**config.mk**
```make
export PLATFORM = sky130hd
export DESIGN_NAME = regwr_arbiter
export DESIGN_NICKNAME = d
export VERILOG_FILES = /design/src/rtl/regwr_arbiter.sv
export SDC_FILE = /design/constraint.sdc
export NUM_CORES = 1
export LEC_CHECK = 0
export ABC_AREA = 1
export BUFFER_PORTS_ARGS = -buffer_cell sky130_fd_sc_hd__buf_2
export CAP_MARGIN = 20
export CORE_MARGIN = 1
export CORE_UTILIZATION = 47
export CTS_BUF_LIST = sky130_fd_sc_hd__clkbuf_8
export CTS_CLUSTER_SIZE = 28
export DETAILED_ROUTE_END_ITERATION = 16
export GPL_ROUTABILITY_DRIVEN = 0
export GPL_TIMING_DRIVEN = 0
export PLACE_DENSITY_LB_ADDON = 0.12
export SETUP_SLACK_MARGIN = 0.05
export SKIP_LAST_GASP = 1
export SLEW_MARGIN = 20
export SYNTH_ARGS = -nofsm -noshare
export SYNTH_HDL_FRONTEND = slang
export SYNTH_SLANG_ARGS = --single-unit
```
**constraint.sdc**
```tcl
create_clock -name Clk -period 1.3 [get_ports Clk]
set_clock_uncertainty 0.05 [all_clocks]
set_input_delay 0.13 -clock Clk [delete_from_list [all_inputs] [get_ports Clk]]
set_output_delay 0.13 -clock Clk [all_outputs]
set_load 0.05 [all_outputs]
```
**src/rtl/regwr_arbiter.sv**
```systemverilog
// ============================================================================
// Module   : regwr_arbiter
// Purpose  : Arbitrates ALU/load writebacks onto the register file write port
//            and keeps a 32-entry pending scoreboard for RAW stall detection.
//            Optional macro REGWR_ARB_RR_EN enables round-robin arbitration;
//            without it the load path (M) has fixed priority.
// Revision : 1.0 - initial release
// ============================================================================
`default_nettype none

module regwr_arbiter (
  input  logic        Clk,
  input  logic        ResetL,
  input  logic        AValid,
  input  logic [4:0]  ARW,
  input  logic [63:0] AData,
  output logic        AReady,
  input  logic        MValid,
  input  logic [4:0]  MRW,
  input  logic [63:0] MData,
  output logic        MReady,
  output logic        RegWr,
  output logic [4:0]  RW,
  output logic [63:0] BusW,
  input  logic        ResvValid,
  input  logic [4:0]  ResvRW,
  output logic        ResvStall,
  input  logic [4:0]  RA,
  input  logic [4:0]  RB,
  output logic        BusyA,
  output logic        BusyB,
  output logic        WrUnresv
);

  localparam logic [4:0] c_ZERO_REG = 5'd31;

  logic [31:0] r_pending;
  logic [31:0] w_pendingNext;
  logic        r_wrUnresv;
  logic        r_regWr;
  logic [4:0]  r_rw;
  logic [63:0] r_busW;

  logic        w_grantA;
  logic        w_grantM;
  logic        w_accept;
  logic        w_acceptWrite;
  logic        w_resvSet;
  logic [4:0]  w_accRW;
  logic [63:0] w_accData;

`ifdef REGWR_ARB_RR_EN
  typedef enum logic {
    PTR_M = 1'b0,
    PTR_A = 1'b1
  } ptr_t;

  ptr_t r_ptr;
  ptr_t w_ptrNext;

  always_ff @(posedge Clk or negedge ResetL) begin
    if (!ResetL) begin
      r_ptr <= PTR_M;
    end else begin
      r_ptr <= w_ptrNext;
    end
  end

  // Only a contested grant hands priority to the requester that lost.
  always_comb begin
    w_ptrNext = r_ptr;
    if (AValid && MValid) begin
      w_ptrNext = w_grantM ? PTR_A : PTR_M;
    end
  end

  assign w_grantM = MValid && (!AValid || (r_ptr == PTR_M));
`else
  assign w_grantM = MValid;
`endif

  assign w_grantA      = AValid && !w_grantM;
  assign w_accept      = w_grantA || w_grantM;
  assign w_accRW       = w_grantM ? MRW : ARW;
  assign w_accData     = w_grantM ? MData : AData;
  assign w_acceptWrite = w_accept && (w_accRW != c_ZERO_REG);
  assign w_resvSet     = ResvValid && (ResvRW != c_ZERO_REG) && !r_pending[ResvRW];

  // Retire clears first so a same-edge reservation of that index wins.
  always_comb begin
    w_pendingNext = r_pending;
    if (r_regWr) begin
      w_pendingNext[r_rw] = 1'b0;
    end
    if (w_resvSet) begin
      w_pendingNext[ResvRW] = 1'b1;
    end
    w_pendingNext[31] = 1'b0;
  end

  always_ff @(posedge Clk or negedge ResetL) begin
    if (!ResetL) begin
      r_pending  <= '0;
      r_wrUnresv <= 1'b0;
      r_regWr    <= 1'b0;
      r_rw       <= '0;
      r_busW     <= '0;
    end else begin
      r_pending <= w_pendingNext;
      r_regWr   <= w_acceptWrite;
      if (w_acceptWrite) begin
        r_rw   <= w_accRW;
        r_busW <= w_accData;
        if (!r_pending[w_accRW]) begin
          r_wrUnresv <= 1'b1;
        end
      end
    end
  end

  assign AReady    = w_grantA;
  assign MReady    = w_grantM;
  assign RegWr     = r_regWr;
  assign RW        = r_rw;
  assign BusW      = r_busW;
  assign ResvStall = ResvValid && (ResvRW != c_ZERO_REG) && r_pending[ResvRW];
  assign BusyA     = r_pending[RA];
  assign BusyB     = r_pending[RB];
  assign WrUnresv  = r_wrUnresv;

endmodule

`default_nettype wire

```
; Word-level counts from Yosys, hierarchy flattened
; Index checks and enable logic that the tools add are counted.
[totals]
register_bits = 102
inputBits = 158
out_inout_bits = 76
wordCells = 45
[classes]
magnitude_cmp = 7
n_eq_ne = 2
mux = 16
bitwise_logic = 4
reduce_logical = 11
[op_table]
columns = cell, count
row1 = 2-to-1 mux 64 bit, 1
row2 = 2-to-1 mux 31 bit, 2
row3 = bitwise AND 31 bit, 1
row4 = inverter 31 bit, 1
row5 = bitwise OR 31 bit, 1
row6 = < comparator 5 x 6 -> 1 bit (second input constant), 5
row7 = binary-select mux 1 bit (select 5 bit), 4
row8 = demux 1 bit (select 5 bit), 2
row9 = greater-or-equal comparator 5 x 1 -> 1 bit (second input constant), 2
row10 = != test 5 bit (second input constant), 2
row11 = logical AND 1 bit, 7
row12 = 2-to-1 mux 1 bit, 6
row13 = 2-to-1 mux 5 bit, 1
row14 = zero test 1 bit, 2
row15 = AND reduction 2 bit, 1
row16 = logical OR 1 bit, 1
row17 = inverter 1 bit, 1

; Longest topological paths before layout
[logic_depth]
ltp_word = 9
mapped_depth = 12
ltp_nobuf = 10

; Worst setup path before layout
; Ideal clock, no wire load.
[synth_timing]
path_kind = input to output
start = input ResvRW[0]
end = output ResvStall
arrival_ns = 1.955
required_ns = 1.120
path_slack_ns = -0.835
cell_stages = 9
path_buffers = 2
path_cell_list = buf_6 > buf_6 > o21ai_0 > nand2_1 > nand2_1 > nand2_1 > nand2_1 > nor2_4 > a21boi_0
[synth_via]
elab_chain_len = 3
word_cells_on_any_way = 5
cone_classes = eq/ne: 1 / mux: 2 / reduce/logical: 2
[synth_lines]
columns = element, line_no
row1 = from (decl), 26  ; input logic [4:0] ResvRW,
row2 = binary-select mux 1 bit (select 5 bit) or != test 5 bit (tied branches), 126  ; assign ResvStall = ResvValid && (ResvRW != c_ZERO_REG) && r_pending[ResvRW];
row3 = 2-to-1 mux 1 bit (not written as such) or logical AND 1 bit (tied branches), 126
row4 = logical AND 1 bit (*), 126
row5 = to (decl), 27  ; output logic ResvStall,
; Every way passes the cells marked *; elsewhere a longest branch is shown, timed or not. The select of a mux whose other input is x is not followed.

; Worst setup path in the final report
[layout_timing]
start = register r_pending[11]
end = output ResvStall
[layout_via]
elab_chain_len = 3
[layout_lines]
columns = element, line_no
row1 = from (decl), 37  ; logic [31:0] r_pending;
row2 = from (signal assigned), 109  ; r_pending <= w_pendingNext;
row3 = binary-select mux 1 bit (select 5 bit), 126
row4 = 2-to-1 mux 1 bit (not written as such), 126
row5 = logical AND 1 bit, 126
; Every way passes these cells. The select of a mux whose other input is x is not followed.

==> metrics.md <==
| Metric | Value |
|---|---|
| N_diodes | `0` |
| Worst skew pair latency | `0.38 ns` |
| Highest clock rate | `540 MHz` |
| Pre-Repair DR Iteration Count | `5` |
| Clk pin slew, worst setup/hold paths | `0.10 ns` |
| Die area | `14400 um^2` |
| Reg-to-Reg End | `r_pending[11]` |
| Number of antenna violations at the first check in global routing | `0` |
| DP Worst Slack | `-0.378 ns` |
| DRC | `0` |
| Utilization after layout | `72.4%` |
| Routed Wire Length | `24.2 mm` |
| Synthesized area per cell | `7.27 um^2` |
| Vias in the first global route | `7178` |
| Wire length per cell | `17.1 um` |
| Reg2reg start | `r_pending[11]` |
| Starting Density | `48.8%` |
| # H-tree levels | `3` |
| Synth Flop Type | `dfrtp_1` |
| Hold Path Depth | `3` |
| Synth-to-Final Area Change | `48.5%` |
| Sequential area share after synthesis | `39.1%` |
| Core area | `13400 um^2` |
| Chip Width | `120 um` |
| WS Path Type | `flop to output pin` |
| Failing checks | `negative setup slack` |
| IO Count | `234` |
| Syn nets | `1057` |
| Initial drt markers | `714` |
| R2R depth | `11` |
| Final slew viol count | `0` |
| Num CTS Buffers | `9` |
| Min cycle time layout | `1.85 ns` |
| Maximum Capacitance Violations | `0` |
| Via total after detailed routing | `7703` |
| Hold_ws | `0.0146 ns` |
| Hold crit path type | `input port to flop` |
| CTS tree | `yes` |
| Critical Path AT | `1.67 ns` |
| Library cells used by synthesis | `25` |
| Worst-path maximum fanout | `4` |
| Share of cells above drive strength 1 | `37.9%` |
| CTS max path bufs | `2` |
| Worst path slowest cell | `dfrtp_1` |
| Most used cell, CP | `nand2_1` |
| Async S/R FF share, synth | `100%` |
| Yosys warning total | `0` |
| Largest net degree at the start of global routing | `60` |
| Hold Fails Final Rpt | `0` |
| DP HPWL | `16.0 mm` |
| CP max stage delay | `0.44 ns` |
| LEAKAGE | `4.65 nW` |
| Max IR drop VDD | `0.901 mV` |
| Final setup margin | `-0.550 ns` |
| Slew @ Worst Pin | `0.517 ns` |
| Mapped Cells | `899` |
| RSZ-0062 raised after global routing | `true` |
| GRT overflow | `0` |
| Fin crit share | `142%` |
| Status | `complete, but fails checks` |
| Setup slack, reg-to-reg | `-0.42 ns` |
| GRT Resource Usage Total | `32.8%` |
| WP data required | `1.12 ns` |
| Routed vias/inst | `5.43` |
| CTS Root Cell | `clkbuf_8` |
| Crit end category | `output pin` |
| CP Cell Sequence | `inv_2, nor2_2, a21oi_2, nand2_1, nand2_1, nand2_2, nor2_4, a21boi_4, buf_6` |
| Min-Delay Startpoint | `AData[41]` |
| Post-DRT Antenna Nets | `0` |
| Final Setup Violations | `34` |
| Clock Sink Count | `102` |
| Die H | `120 um` |
| PortBufs | `231` |
| Num rows | `42` |
| Global-route wire length before repair | `36.6 mm` |
| EDFF count, synth | `0` |
| Hold endpoint | `BusW[41]` |
| Synthesized area | `6540 um^2` |
| Synth Register Bits | `102` |
| Worst slew margin | `65.5%` |
| Crit start category | `flop` |
| Setup Total Neg Slack | `-13.24 ns` |
| Pwr/cell area | `1300 nW/um^2` |
| NumNets Final | `1396` |
-- what timing repair did --
action	CTS	global route
buffers inserted	19	8
endpoints found under the hold margin	87	2
pin swaps	8	20
resized for setup	47	95
gates cloned	0	6
hold buffers	65	2
endpoints found under the setup margin	47	75
-- synthesized netlist by cell type (16+ instances only) --
| master | instances | area share, % |
|---|---|---|
| clkbuf_1 | 20 | 1.1 |
| o31ai_1 | 16 | 1.8 |
| nand3_1 | 72 | 5.5 |
| o31ai_2 | 48 | 9.2 |
| nor2_1 | 174 | 10 |
| inv_1 | 65 | 3.7 |
| dfrtp_1 | 102 | 39 |
| nand4_1 | 34 | 3.3 |
| a21oi_1 | 27 | 2.1 |
| o21ai_0 | 56 | 4.3 |
| nand2_1 | 222 | 13 |
-- power by group --
| group | switching [mW] | leakage, nW | internal, mW |
|---|---|---|---|
| registers | 0.938 | 1.17 | 3.94 |
| logic | 3.52 | 3.39 | 2.34 |
| clock network | 1.17 | 0.0862 | 0.743 |
-- flip-flops by register name, summed over array words and instances, names as in the netlist --
register,cells
RW,5
r_pending,31
RegWr,1
WrUnresv,1
BusW,64
-- critical path, delay by kind of cell, from the launching register on --
family	cells	cell delay, ns
compound gates	2	0.17
simple gates	5	0.45
buf+inv	2	0.24
flops	1	0.44
-- layout by cell type, fill, tap and decap left out, types with 5 or more instances in the layout --
cell type and count:
buf_8 17, a21oi_2 5, nand3_2 6, clkbuf_8 10, o211ai_1 5, nand3_1 66, a21oi_1 22, clkbuf_16 5
buf_6 16, nand2_2 64, o31ai_2 48, nand2_1 161, dfrtp_1 82, nor2_4 5, o21ai_0 43, buf_4 35
dlygate4sd3_1 67, dfrtp_2 20, nand4_1 34, o21ai_1 18, inv_1 58, buf_2 183, clkbuf_1 20, inv_2 8
nor2_1 170, o31ai_1 16, clkbuf_4 30, nor3_1 8
-- metal layers --
layer | wire length [um] | GRT usage [%]
met5 | 0 | 0
met4 | 876 | 10.2
met3 | 1970 | 7.22
met2 | 11900 | 55.8
met1 | 9470 | 41.2
-- logic make-up (layout without fill, tap and decap cells) --
family                 Yosys count  in the layout  share of synthesized area, %
and+or+nand+nor                521            521                          33.6
AOI/OAI and AO/OA              160            160                          18.6
DFF                            102            102                          39.1
buffers and inverters          116            459                          8.73
-- metrics by stage --
stage	cells	total power, mW	area (um^2)
6_report	1418	12.7	9700
5_1_grt	1418	13.3	9700
4_1_cts	1406	12.0	9300
3_5_place_dp	1307	9.36	8210
3_3_place_gp	1306	9.27	8180
2_1_floorplan	899	7.71	6800
-- final cells by class --
cell class,count,area [um^2]
Clock buffer,10,138
Tap cell,176,220
Buffer,50,454
Timing Repair Buffer,328,2360
Inverter,66,255
Sequential cell,102,2580
Clock inverter,5,36.3
Fill cell,1073,3700
Multi-Input combinational cell,681,3660
-- worst max-delay path by stage --
stage                               end  cells after the start  slack (ns)          start
after floorplan           r_pending[13]                     10       -0.03  r_pending[19]
after detailed placement   r_pending[8]                      7       -0.38      ResvRW[2]
after global placement            RW[1]                      1       -1.33         ResetL
after CTS                     ResvStall                      9       -0.53  r_pending[23]
after global routing          ResvStall                      9       -0.63  r_pending[11]
final                         ResvStall                      9       -0.55  r_pending[11]
No activity file was read; power rests on OpenSTA's default activity.
